$ cat src/rtl/riscv_pkg.sv
// Shared fetch-stage definitions: data widths, reset vector and the
// {pc, instr} record that travels from fetch to decode.
package riscv_pkg;

   localparam int unsigned XLEN     = 32;
   localparam int unsigned ILEN     = 32;
   localparam logic [XLEN-1:0] RESET_PC = 32'h0000_0000;

   typedef struct packed {
      logic [XLEN-1:0] pc;
      logic [ILEN-1:0] instr;
   } fetch_entry_t;

endpackage

$ cat src/rtl/riscv_fetch_unit_sync_fifo.sv
// Generic synchronous FIFO with first-word fall-through read and a
// single-cycle flush. Push while full is accepted only alongside a pop.
module sync_fifo #(
   parameter int unsigned WIDTH = 32,
   parameter int unsigned DEPTH = 4
) (
   input  logic                     clk_i,
   input  logic                     rst_i,
   input  logic                     push,
   input  logic                     pop,
   input  logic                     flush,
   input  logic [WIDTH-1:0]         wdata,
   output logic [WIDTH-1:0]         rdata,
   output logic                     full,
   output logic                     empty,
   output logic [$clog2(DEPTH):0]   count
);

   localparam int unsigned AW = $clog2(DEPTH);
   localparam int unsigned CW = AW + 1;

   logic [WIDTH-1:0] mem_q [DEPTH];
   logic [WIDTH-1:0] mem_d [DEPTH];
   logic [AW-1:0]    wr_ptr_q, wr_ptr_d;
   logic [AW-1:0]    rd_ptr_q, rd_ptr_d;
   logic [CW-1:0]    count_q, count_d;
   logic             do_push, do_pop;

   assign empty = (count_q == '0);
   assign full  = (count_q == CW'(DEPTH));
   assign count = count_q;
   assign rdata = mem_q[rd_ptr_q];

   assign do_pop  = pop & ~empty;
   assign do_push = push & ~flush & (~full | do_pop);

   // Next-state for storage, pointers and occupancy; flush overrides everything
   always_comb begin
      mem_d    = mem_q;
      wr_ptr_d = wr_ptr_q;
      rd_ptr_d = rd_ptr_q;
      count_d  = count_q;
      if (flush) begin
         wr_ptr_d = '0;
         rd_ptr_d = '0;
         count_d  = '0;
      end else begin
         if (do_push) begin
            mem_d[wr_ptr_q] = wdata;
            wr_ptr_d        = wr_ptr_q + AW'(1);
         end
         if (do_pop) begin
            rd_ptr_d = rd_ptr_q + AW'(1);
         end
         count_d = count_q + CW'(do_push) - CW'(do_pop);
      end
   end

   // State registers with synchronous reset
   always_ff @(posedge clk_i) begin
      if (rst_i) begin
         for (int unsigned i = 0; i < DEPTH; i++) begin
            mem_q[i] <= '0;
         end
         wr_ptr_q <= '0;
         rd_ptr_q <= '0;
         count_q  <= '0;
      end else begin
         mem_q    <= mem_d;
         wr_ptr_q <= wr_ptr_d;
         rd_ptr_q <= rd_ptr_d;
         count_q  <= count_d;
      end
   end

endmodule

$ cat src/rtl/riscv_fetch_unit.sv
// Instruction fetch stage: owns the fetch PC, reads instruction memory
// combinationally and buffers {pc, instr} pairs for decode. A redirect
// flushes the buffer and restarts fetch at the (word-aligned) target.
module riscv_fetch_unit
   import riscv_pkg::*;
#(
   parameter int unsigned     XLEN       = riscv_pkg::XLEN,
   parameter logic [XLEN-1:0] RESET_PC   = riscv_pkg::RESET_PC,
   parameter int unsigned     FIFO_DEPTH = 4
) (
   input  logic             clk_i,
   input  logic             rst_i,
   output logic [XLEN-1:0]  imem_addr_o,
   input  logic [31:0]      imem_rdata_i,
   input  logic             redirect_i,
   input  logic [XLEN-1:0]  redirect_pc_i,
   output logic             instr_valid_o,
   output logic [31:0]      instr_o,
   output logic [XLEN-1:0]  instr_pc_o,
   input  logic             instr_ready_i
);

   localparam int unsigned CW = $clog2(FIFO_DEPTH) + 1;

   logic [XLEN-1:0] fetch_pc_q, fetch_pc_d;
   logic            push, pop;
   fetch_entry_t    wr_entry, rd_entry;
   logic            fifo_empty;
   logic            fifo_full_unused;
   logic [CW-1:0]   fifo_count;

   assign imem_addr_o   = {fetch_pc_q[XLEN-1:2], 2'b00};
   assign instr_valid_o = ~fifo_empty;
   assign instr_o       = instr_valid_o ? rd_entry.instr : '0;
   assign instr_pc_o    = instr_valid_o ? rd_entry.pc    : '0;

   assign pop  = instr_valid_o & instr_ready_i;
   assign push = ~redirect_i & ((fifo_count < CW'(FIFO_DEPTH)) | pop);

   assign wr_entry.pc    = fetch_pc_q;
   assign wr_entry.instr = imem_rdata_i;

   // Fetch PC: redirect target takes precedence, otherwise advance on push
   always_comb begin
      fetch_pc_d = fetch_pc_q;
      if (redirect_i) begin
         fetch_pc_d = {redirect_pc_i[XLEN-1:2], 2'b00};
      end else if (push) begin
         fetch_pc_d = fetch_pc_q + XLEN'(4);
      end
   end

   // Fetch PC register
   always_ff @(posedge clk_i) begin
      if (rst_i) begin
         fetch_pc_q <= RESET_PC;
      end else begin
         fetch_pc_q <= fetch_pc_d;
      end
   end

   sync_fifo #(
      .WIDTH ($bits(fetch_entry_t)),
      .DEPTH (FIFO_DEPTH)
   ) u_prefetch (
      .clk_i (clk_i),
      .rst_i (rst_i),
      .push  (push),
      .pop   (pop),
      .flush (redirect_i),
      .wdata (wr_entry),
      .rdata (rd_entry),
      .full  (fifo_full_unused),
      .empty (fifo_empty),
      .count (fifo_count)
   );

endmodule

$ cat config.mk
export PLATFORM = sky130hd
export DESIGN_NAME = riscv_fetch_unit
export DESIGN_NICKNAME = d
export VERILOG_FILES = /design/src/rtl/riscv_pkg.sv /design/src/rtl/riscv_fetch_unit_sync_fifo.sv /design/src/rtl/riscv_fetch_unit.sv
export SDC_FILE = /design/constraint.sdc
export NUM_CORES = 1
export LEC_CHECK = 0
export CAP_MARGIN = 25
export CORE_MARGIN = 2
export CORE_UTILIZATION = 34
export DETAILED_ROUTE_END_ITERATION = 12
export GPL_TIMING_DRIVEN = 0
export SYNTH_ARGS = -nofsm -noshare
export SYNTH_HDL_FRONTEND = slang
export SYNTH_SLANG_ARGS = --single-unit
$ cat constraint.sdc
create_clock -name clk_i -period 2.95 [get_ports clk_i]
set_clock_uncertainty 0.05 [all_clocks]
set_input_delay 0.4425 -clock clk_i [delete_from_list [all_inputs] [get_ports clk_i]]
set_output_delay 0.4425 -clock clk_i [all_outputs]
set_load 0.05 [all_outputs]
==> impl_metrics.json, run 1 <==
{
  "post-route-util": 0.434,
  "crit_path_end_kind": "output port",
  "ctsHoldBuffers": 0,
  "dieArea_um2": 38300,
  "pre_cts_ws_ns": -0.539,
  "grt_pass1_vias": 11100,
  "hold_violations": 0,
  "synth_cells": 1508,
  "synth-seq-cells": 285,
  "drv_slew": 0,
  "post-place-cells": 2137,
  "clk_pin_slew_ns": 0.06,
  "syn_to_final_growth_pct": 26.4,
  "critPathKind": "reg -> out",
  "critPathMaxStageDelay_ns": 0.54,
  "cp_data_arrival_time_ns": 2.43,
  "core_um2": 36300,
  "cap_violations": 0,
  "root_buffer": "clkbuf_16",
  "multi_input_area_um2": 6180,
  "vias": 11400,
  "ir_drop_uv": 469,
  "overflow": 0,
  "syn_avg_cell_area_um2": 8.28,
  "nNetsFinal": 1779,
  "final_cells": 2195,
  "viasPerCell": 5.17,
  "ant_nets": 0,
  "synth-edff-count": 0,
  "track_usage": 0.212,
  "tritoncts": "yes",
  "status": "finished, final reports clean",
  "setup_viol": 0,
  "startpoint_type": "register",
  "reg2reg_slack_ns": 0.36,
  "port_buffers": 158,
  "relSlewSlack": 0.269,
  "slowest_stage": "dfxtp_2",
  "crit_fanout": 10,
  "routedWlPerCell_um": 18.9,
  "antenna_cells": 0,
  "period_share": 0.989,
  "hpwl_mm": 28.5,
  "drtPass1Iterations": 5,
  "die-height_um": 196,
  "grt_pass1_wl_mm": 63.3,
  "drc": 0,
  "htreeDepth": 1,
  "synthArstFlopShare": 0,
  "regArea_um2": 5710,
  "fmax_ghz": 0.343,
  "hold_class": "reg -> reg",
  "hold_slack_ns": 0.403,
  "seq_area_frac_synth": 0.457,
  "clk_path_buf_depth": 3,
  "ys_types": 40,
  "antenna_found_initial": 0,
  "grt_max_degree": 16,
  "leakagePower_uw": 0.00547,
  "fin_crit_ns": 2.92,
  "worstPathRequired_ns": 2.46,
  "cts.sinks": 285,
  "p_total_uw": 9560,
  "ys.flop_type": "dfxtp_1",
  "syn_area_um2": 12500,
  "routed_wl_mm": 41.4,
  "yosysWarnings": 0,
  "rsz0062_at_grt": "no",
  "crit_chain": "clkbuf_2 > mux4_2 > and2_1 > dlygate4sd2_1",
  "rows": 70,
  "numCtsBuffers": 31,
  "nFillCells": 3598,
  "tightest_slew_ns": 1.09,
  "start_util": 0.344,
  "layout-drive-gt1-share": 0.104,
  "drt_iter0_drc": 881,
  "clk_latency_ns": 0.57,
  "fin_ws_ns": 0.0311,
  "io_pins": 165,
  "die_x_um": 196,
  "gp_congestion": 0.834,
  "powerDensity_nw_per_um2": 606
}
## through the flow
stage / setup TNS [ns] / area (um2)
after floorplan: 0 / 12500
after global placement: -39.54 / 14700
after global routing: 0 / 15800
final: 0 / 15800
after CTS: -0.0924 / 15800
after detailed placement: -50.79 / 14700
## logic make-up (layout without fill, tap and decap cells)
| kind of cell | after synthesis | in the layout | synth area share |
|---|---|---|---|
| AND/OR/NAND/NOR | 678 | 678 | 0.230 |
| AO/OA/AOI/OAI | 290 | 290 | 0.122 |
| flip-flops | 285 | 285 | 0.457 |
| buffers and inverters | 154 | 370 | 0.0493 |
| multiplexers | 67 | 67 | 0.116 |
| XOR/XNOR | 25 | 25 | 0.0175 |
| adder cells (fa/ha/maj) | 8 | 8 | 0.00862 |
| other | 1 | 4 | 0.000300 |
## final cells by class
type,instances,share of cell area
buffer,136,0.0383
clock buffer,47,0.0606
clock inverter,10,0.00856
inverter,15,0.00357
multi-input combinational,1072,0.392
sequential,285,0.362
tap,468,0.0371
timing repair buffer,162,0.0986
## placed cells by master (no fill, tap or decap), drive strengths merged, types with 5 or more instances in the layout
| cell | Yosys | layout |
|---|---|---|
| a211oi | 13 | 13 |
| a21oi | 259 | 259 |
| a311oi | 5 | 5 |
| and2 | 64 | 64 |
| and3 | 7 | 7 |
| buf | 23 | 29 |
| clkbuf | 116 | 163 |
| clkdlybuf4s15 | 0 | 17 |
| clkdlybuf4s50 | 0 | 95 |
| dfxtp | 285 | 285 |
| dlygate4sd2 | 0 | 41 |
| ha | 7 | 7 |
| inv | 15 | 17 |
| mux2i | 5 | 5 |
| mux4 | 62 | 62 |
| nand2 | 519 | 519 |
| nand3 | 10 | 10 |
| nand4 | 12 | 12 |
| nor2 | 35 | 35 |
| nor3 | 7 | 7 |
| nor4 | 6 | 6 |
| o21ai | 8 | 8 |
| or3 | 6 | 6 |
| xnor2 | 18 | 18 |
| xor2 | 7 | 7 |
## synth_stat cells, types with 2 or more instances
library cell    n  share of area
nor3_1          6         0.0024
and3_1          7         0.0035
xnor2_1        18          0.013
nor2_1         35          0.011
nand3b_1        2         0.0012
or3_1           6         0.0030
clkbuf_1      114          0.034
and4_1          4         0.0028
nand2_1       519           0.16
clkbuf_2        2        0.00080
buf_1           3        0.00090
or4_1           2         0.0012
a211oi_1       13         0.0078
buf_2          16         0.0064
nor4_2          2         0.0020
and2_1         64          0.032
xor2_1          7         0.0049
mux4_2         62           0.11
mux2i_1         5         0.0040
o31a_1          2         0.0014
buf_4           4         0.0024
inv_1          15         0.0045
nor4_1          4         0.0020
a21oi_1       259           0.10
nand4_1        12         0.0060
ha_1            7         0.0070
dfxtp_1       285           0.46
o21ai_0         8         0.0032
a311oi_1        5         0.0035
nand3_1        10         0.0040
## routing by layer
layer / routed length [um] / up-vias / global-route usage
met2: 19800 / 423 / 0.361
met3: 2820 / 78 / 0.0347
met1: 17600 / 5429 / 0.277
met5: 0 / - / 0
li1: - / 5425 / -
met4: 1180 / 0 / 0.0619
## worst paths after layout
check,from,to,cells after the start
max,u_prefetch.rd_ptr_q[1]$_SDFFE_PP0P_,instr_pc_o[17],4
min,u_prefetch.mem_q[114]$_SDFFE_PP0P_,u_prefetch.mem_q[114]$_SDFFE_PP0P_,2
max reg2reg,fetch_pc_q[2]$_SDFFE_PP0P_,fetch_pc_q[31]$_SDFFE_PP0P_,6
min reg2reg,u_prefetch.mem_q[114]$_SDFFE_PP0P_,u_prefetch.mem_q[114]$_SDFFE_PP0P_,2
## sequential cells by signal, summed over array words and instances (netlist names)
name	count
fetch_pc_q	30
u_prefetch.count	3
u_prefetch.mem_q	248
u_prefetch.rd_ptr_q	2
u_prefetch.wr_ptr_q	2
## power by group
part	internal [uW]	switching [uW]	leakage, uW	total (uW)
sequential	3970	95.7	0.00231	4070
combinational	461	913	0.00261	1370
clock	2490	1630	0.000540	4120
total	6920	2640	0.00547	9560
## worst max-delay path: cells and delay by family (launching register included)
family	cells	cell delay, ns
buffers and inverters	2	0.80
DFF	1	0.54
muxes	1	0.35
and+or+nand+nor	1	0.17
## what timing repair did
action,in CTS,in global routing
setup buffers,1,3
setup endpoints to repair,63,40
gates resized for setup,122,18
No activity file was read; power rests on OpenSTA's default activity.
==> run 2, diff against run 1 <==
--- a/config.mk
+++ b/config.mk
@@ -10,6 +10,8 @@
 export CORE_UTILIZATION = 34
 export DETAILED_ROUTE_END_ITERATION = 12
 export GPL_TIMING_DRIVEN = 0
+export SKIP_CTS_REPAIR_TIMING = 1
+export SLEW_MARGIN = 30
 export SYNTH_ARGS = -nofsm -noshare
 export SYNTH_HDL_FRONTEND = slang
 export SYNTH_SLANG_ARGS = --single-unit
==> impl_metrics.json, run 2 (synthesized netlist as in run 1, its figures left out) <==
{
  "dieArea_um2": 38300,
  "grt_pass1_vias": 11100,
  "pre_cts_ws_ns": -0.539,
  "fin_crit_ns": 2.87,
  "r2r-start": "u_prefetch.count[2]$_SDFF_PP0_",
  "routed_wl_mm": 41.4,
  "drtPass1Iterations": 7,
  "hold_violations": 0,
  "antenna_cells": 0,
  "startpoint_type": "register",
  "hpwl_mm": 28.5,
  "layout_commonest_cell": "nand2_1",
  "fmax_ghz": 0.348,
  "r2r_cells": 7,
  "numCtsBuffers": 31,
  "grt_pass1_wl_mm": 63.3,
  "p_total_uw": 9570,
  "powerDensity_nw_per_um2": 600,
  "relSlewSlack": 0.274,
  "crit_path_end_kind": "output port",
  "overflow": 0,
  "routedWlPerCell_um": 18.9,
  "hold_end": "u_prefetch.mem_q[248]$_SDFFE_PP0P_",
  "setup_viol": 0,
  "ir_drop_uv": 471,
  "syn_to_final_growth_pct": 27.8,
  "grt_max_degree": 16,
  "root_buffer": "clkbuf_16",
  "clk_pin_slew_ns": 0.06,
  "final_cell_area_um2": 16000,
  "clk_path_buf_depth": 3,
  "tightest_slew_ns": 1.08,
  "nNetsFinal": 1775,
  "hold_slack_ns": 0.402,
  "critPathKind": "reg -> out",
  "htreeDepth": 1,
  "core_um2": 36300,
  "clk_latency_ns": 0.57,
  "reg2reg_slack_ns": 0.34,
  "vias": 11300,
  "layout-drive-gt1-share": 0.0876,
  "worstPathRequired_ns": 2.46,
  "hp-start": "u_prefetch.mem_q[248]$_SDFFE_PP0P_",
  "viasPerCell": 5.18,
  "leakagePower_uw": 0.00639,
  "drv_slew": 0,
  "track_usage": 0.212,
  "rsz0062_at_grt": "no",
  "post-route-util": 0.439,
  "io_pins": 165,
  "die-height_um": 196,
  "rows": 70,
  "cp_data_arrival_time_ns": 2.38,
  "drt_iter0_drc": 857,
  "antenna_found_initial": 0,
  "status": "finished, final reports clean",
  "fin_ws_ns": 0.0757,
  "cts.sinks": 285,
  "timing.rr.end": "u_prefetch.mem_q[219]$_SDFFE_PP0P_",
  "die_x_um": 196,
  "crit_fanout": 10,
  "hold_class": "reg -> reg",
  "whs_path_depth": 2,
  "drc": 0,
  "largest_register_ffs": 248,
  "tritoncts": "yes",
  "port_buffers": 158,
  "final_cell_mix": "519 x nand2_1, 283 x dfxtp_1, 259 x a21oi_1, 109 x clkbuf_1, 95 x clkdlybuf4s50_1",
  "period_share": 0.974,
  "largest-register": "u_prefetch.mem_q",
  "gp_congestion": 0.834,
  "cap_violations": 0,
  "dpl_cell_area_um2": 14700,
  "ant_nets": 0,
  "start_util": 0.344
}
run 2: cell types whose count changed in the layout (fill, tap and decap cells not counted), sizes merged:
cell	previous run	this run
clkdlybuf4s15	17	0
buf	29	22
dlygate4sd2	41	0
dlymetal6s2s	0	63
clkbuf	163	161
run 2: worst max path at each step:
stage / from / to / slack (ns) / cells past startpoint
floorplan: u_prefetch.count[2]$_SDFF_PP0_ / u_prefetch.count[2]$_SDFF_PP0_ / 0.56 / 10
global placement: u_prefetch.rd_ptr_q[0]$_SDFFE_PP0P_ / instr_pc_o[6] / -0.48 / 5
detailed placement: u_prefetch.rd_ptr_q[0]$_SDFFE_PP0P_ / instr_pc_o[6] / -0.54 / 5
CTS: u_prefetch.rd_ptr_q[0]$_SDFFE_PP0P_ / instr_pc_o[6] / -1.09 / 5
global route: u_prefetch.rd_ptr_q[0]$_SDFFE_PP0P_ / instr_pc_o[3] / 0.001 / 4
finish: u_prefetch.rd_ptr_q[1]$_SDFFE_PP0P_ / instr_pc_o[8] / 0.08 / 4
run 2: final cells by class:
type                       instances  area [um2]
clock buffer                      47         956
fill                            3566       20400
inverter                          15        56.3
timing repair buffer             158        1740
sequential                       285        5710
tap                              468         586
clock inverter                    10         135
buffer                           136         594
multi-input combinational       1072        6180
run 2: where the power goes:
group          internal [uW]  switching [uW]  total (uW)
sequential              3970            96.3        4070
combinational            476             910        1390
clock                   2480            1630        4120
total                   6930            2640        9570
run 2: stage by stage:
step	TNS, ns	cells
detailed placement	-50.79	2137
CTS	-63.15	2194
finish	0	2191
global route	0	2191
global placement	-39.54	2137
floorplan	0	1511
run 2: per-layer routing:
metal	GRT usage	routed length, um	vias to the layer above
met4	0.0611	1170	0
met5	0	0	-
met3	0.0344	2830	76
met2	0.361	19800	434
met1	0.277	17600	5424
li1	-	-	5410
run 2: critical path, cell delays in order, from the launching register on:
cell            delay (ns)
dfxtp_2               0.54
clkbuf_2              0.39
mux4_2                0.40
and2_1                0.18
dlymetal6s2s_1        0.30
==> run 3, diff against run 2 <==
--- a/config.mk
+++ b/config.mk
@@ -8,9 +8,9 @@
 export CAP_MARGIN = 25
 export CORE_MARGIN = 2
 export CORE_UTILIZATION = 34
+export CTS_CLUSTER_DIAMETER = 40
 export DETAILED_ROUTE_END_ITERATION = 12
 export GPL_TIMING_DRIVEN = 0
-export SKIP_CTS_REPAIR_TIMING = 1
 export SLEW_MARGIN = 30
 export SYNTH_ARGS = -nofsm -noshare
 export SYNTH_HDL_FRONTEND = slang
==> impl_metrics.json, run 3 (synthesized netlist as in run 1, its figures left out) <==
{
  "cts.sinks": 285,
  "ir_drop_uv": 374,
  "hpwl_mm": 28.5,
  "p_total_uw": 10100,
  "startpoint_type": "register",
  "final_cell_mix": "519 x nand2_1, 283 x dfxtp_1, 259 x a21oi_1, 108 x clkbuf_1, 95 x clkdlybuf4s50_1",
  "status": "finished, final reports clean",
  "grt_max_degree": 15,
  "tritoncts": "yes",
  "setup_viol": 0,
  "die_x_um": 196,
  "cap_violations": 0,
  "crit_fanout": 10,
  "clk_pin_slew_ns": 0.06,
  "track_usage": 0.214,
  "numCtsBuffers": 39,
  "start_util": 0.344,
  "crit_path_end_kind": "output port",
  "period_share": 0.992,
  "vias": 11400,
  "drv_slew": 0,
  "root_buffer": "clkbuf_16",
  "fin_setup_tns_ns": 0,
  "antenna_cells": 0,
  "tightest_slew_ns": 1.10,
  "hold_violations": 0,
  "layout_commonest_cell": "nand2_1",
  "drt_iter0_drc": 838,
  "ant_nets": 0,
  "cp_data_arrival_time_ns": 2.43,
  "gp_congestion": 0.834,
  "relSlewSlack": 0.258,
  "syn_to_final_growth_pct": 27.5,
  "largest-register": "u_prefetch.mem_q",
  "overflow": 0,
  "drtPass1Iterations": 5,
  "die-height_um": 196,
  "largest_register_ffs": 248,
  "worstPathRequired_ns": 2.46,
  "fmax_ghz": 0.342,
  "core_um2": 36300,
  "critPathKind": "reg -> out",
  "dieArea_um2": 38300,
  "grt_pass1_vias": 11100,
  "grt_pass1_wl_mm": 63.7,
  "nNetsFinal": 1786,
  "viasPerCell": 5.17,
  "fin_crit_ns": 2.93,
  "port_buffers": 158,
  "clk_latency_ns": 0.53,
  "powerDensity_nw_per_um2": 632,
  "clk_path_buf_depth": 3,
  "routed_wl_mm": 41.5,
  "drc": 0,
  "rows": 70,
  "io_pins": 165,
  "routedWlPerCell_um": 18.8,
  "htreeDepth": 2,
  "layout-drive-gt1-share": 0.0995,
  "antenna_found_initial": 0,
  "hold_class": "reg -> reg",
  "leakagePower_uw": 0.00561
}
## run 3: per-layer routing
metal  share of wire  wire, um  up-vias  GRT usage
met5               0         0        -          0
met3           0.074      3060       82     0.0373
met2            0.47     19700      439      0.362
met1            0.42     17600     5432      0.278
li1                -         -     5457          -
met4           0.028      1170        0     0.0696
## run 3: timing repair
item / CTS / global route
hold buffers: 0 / 0
gates resized for setup: 84 / 16
setup endpoints to repair: 63 / 46
cloned: 0 / 0
buffers inserted: 0 / 3
## run 3: cell type report
cell class | count | area [um2]
inverter | 15 | 56.3
clock buffer | 46 | 1040
sequential | 285 | 5710
clock inverter | 24 | 239
multi-input combinational | 1072 | 6180
timing repair buffer | 161 | 1510
tap | 468 | 586
fill | 3581 | 20400
buffer | 136 | 598
## run 3: power by group
part	switching, uW	total, uW	internal, uW	leakage (uW)
clock network	1860	4610	2750	0.000615
logic	913	1370	456	0.00268
registers	95.5	4070	3980	0.00231
total	2870	10100	7180	0.00561
## run 3: metrics by stage
| step | utilization | area, um2 | cells | hold WS (ns) | worst slack, ns |
|---|---|---|---|---|---|
| global route | 0.438 | 15900 | 2207 | 0.414 | -0.0137 |
| global placement | 0.403 | 14700 | 2137 | 0.388 | -0.478 |
| finish | 0.438 | 15900 | 2207 | 0.403 | 0.0241 |
| CTS | 0.438 | 15900 | 2204 | 0.402 | -0.0551 |
| detailed placement | 0.403 | 14700 | 2137 | 0.396 | -0.539 |
| floorplan | - | 12500 | 1511 | 0.383 | 0.561 |
## run 3: path summary, 6_finish.rpt
path                                             end  slack, ns                                 from  cells past startpoint
setup / recovery                      instr_pc_o[12]       0.02  u_prefetch.rd_ptr_q[1]$_SDFFE_PP0P_                      4
hold / removal    u_prefetch.mem_q[114]$_SDFFE_PP0P_       0.40   u_prefetch.mem_q[114]$_SDFFE_PP0P_                      2
setup reg to reg         fetch_pc_q[31]$_SDFFE_PP0P_       0.32           fetch_pc_q[2]$_SDFFE_PP0P_                      6
hold reg to reg   u_prefetch.mem_q[114]$_SDFFE_PP0P_       0.40   u_prefetch.mem_q[114]$_SDFFE_PP0P_                      2
## run 3: critical path, cell delays in order (launching register included)
cell and delay [ns]:
dfxtp_2 0.54, clkbuf_2 0.37, mux4_2 0.35, and2_1 0.21
dlygate4sd2_1 0.43
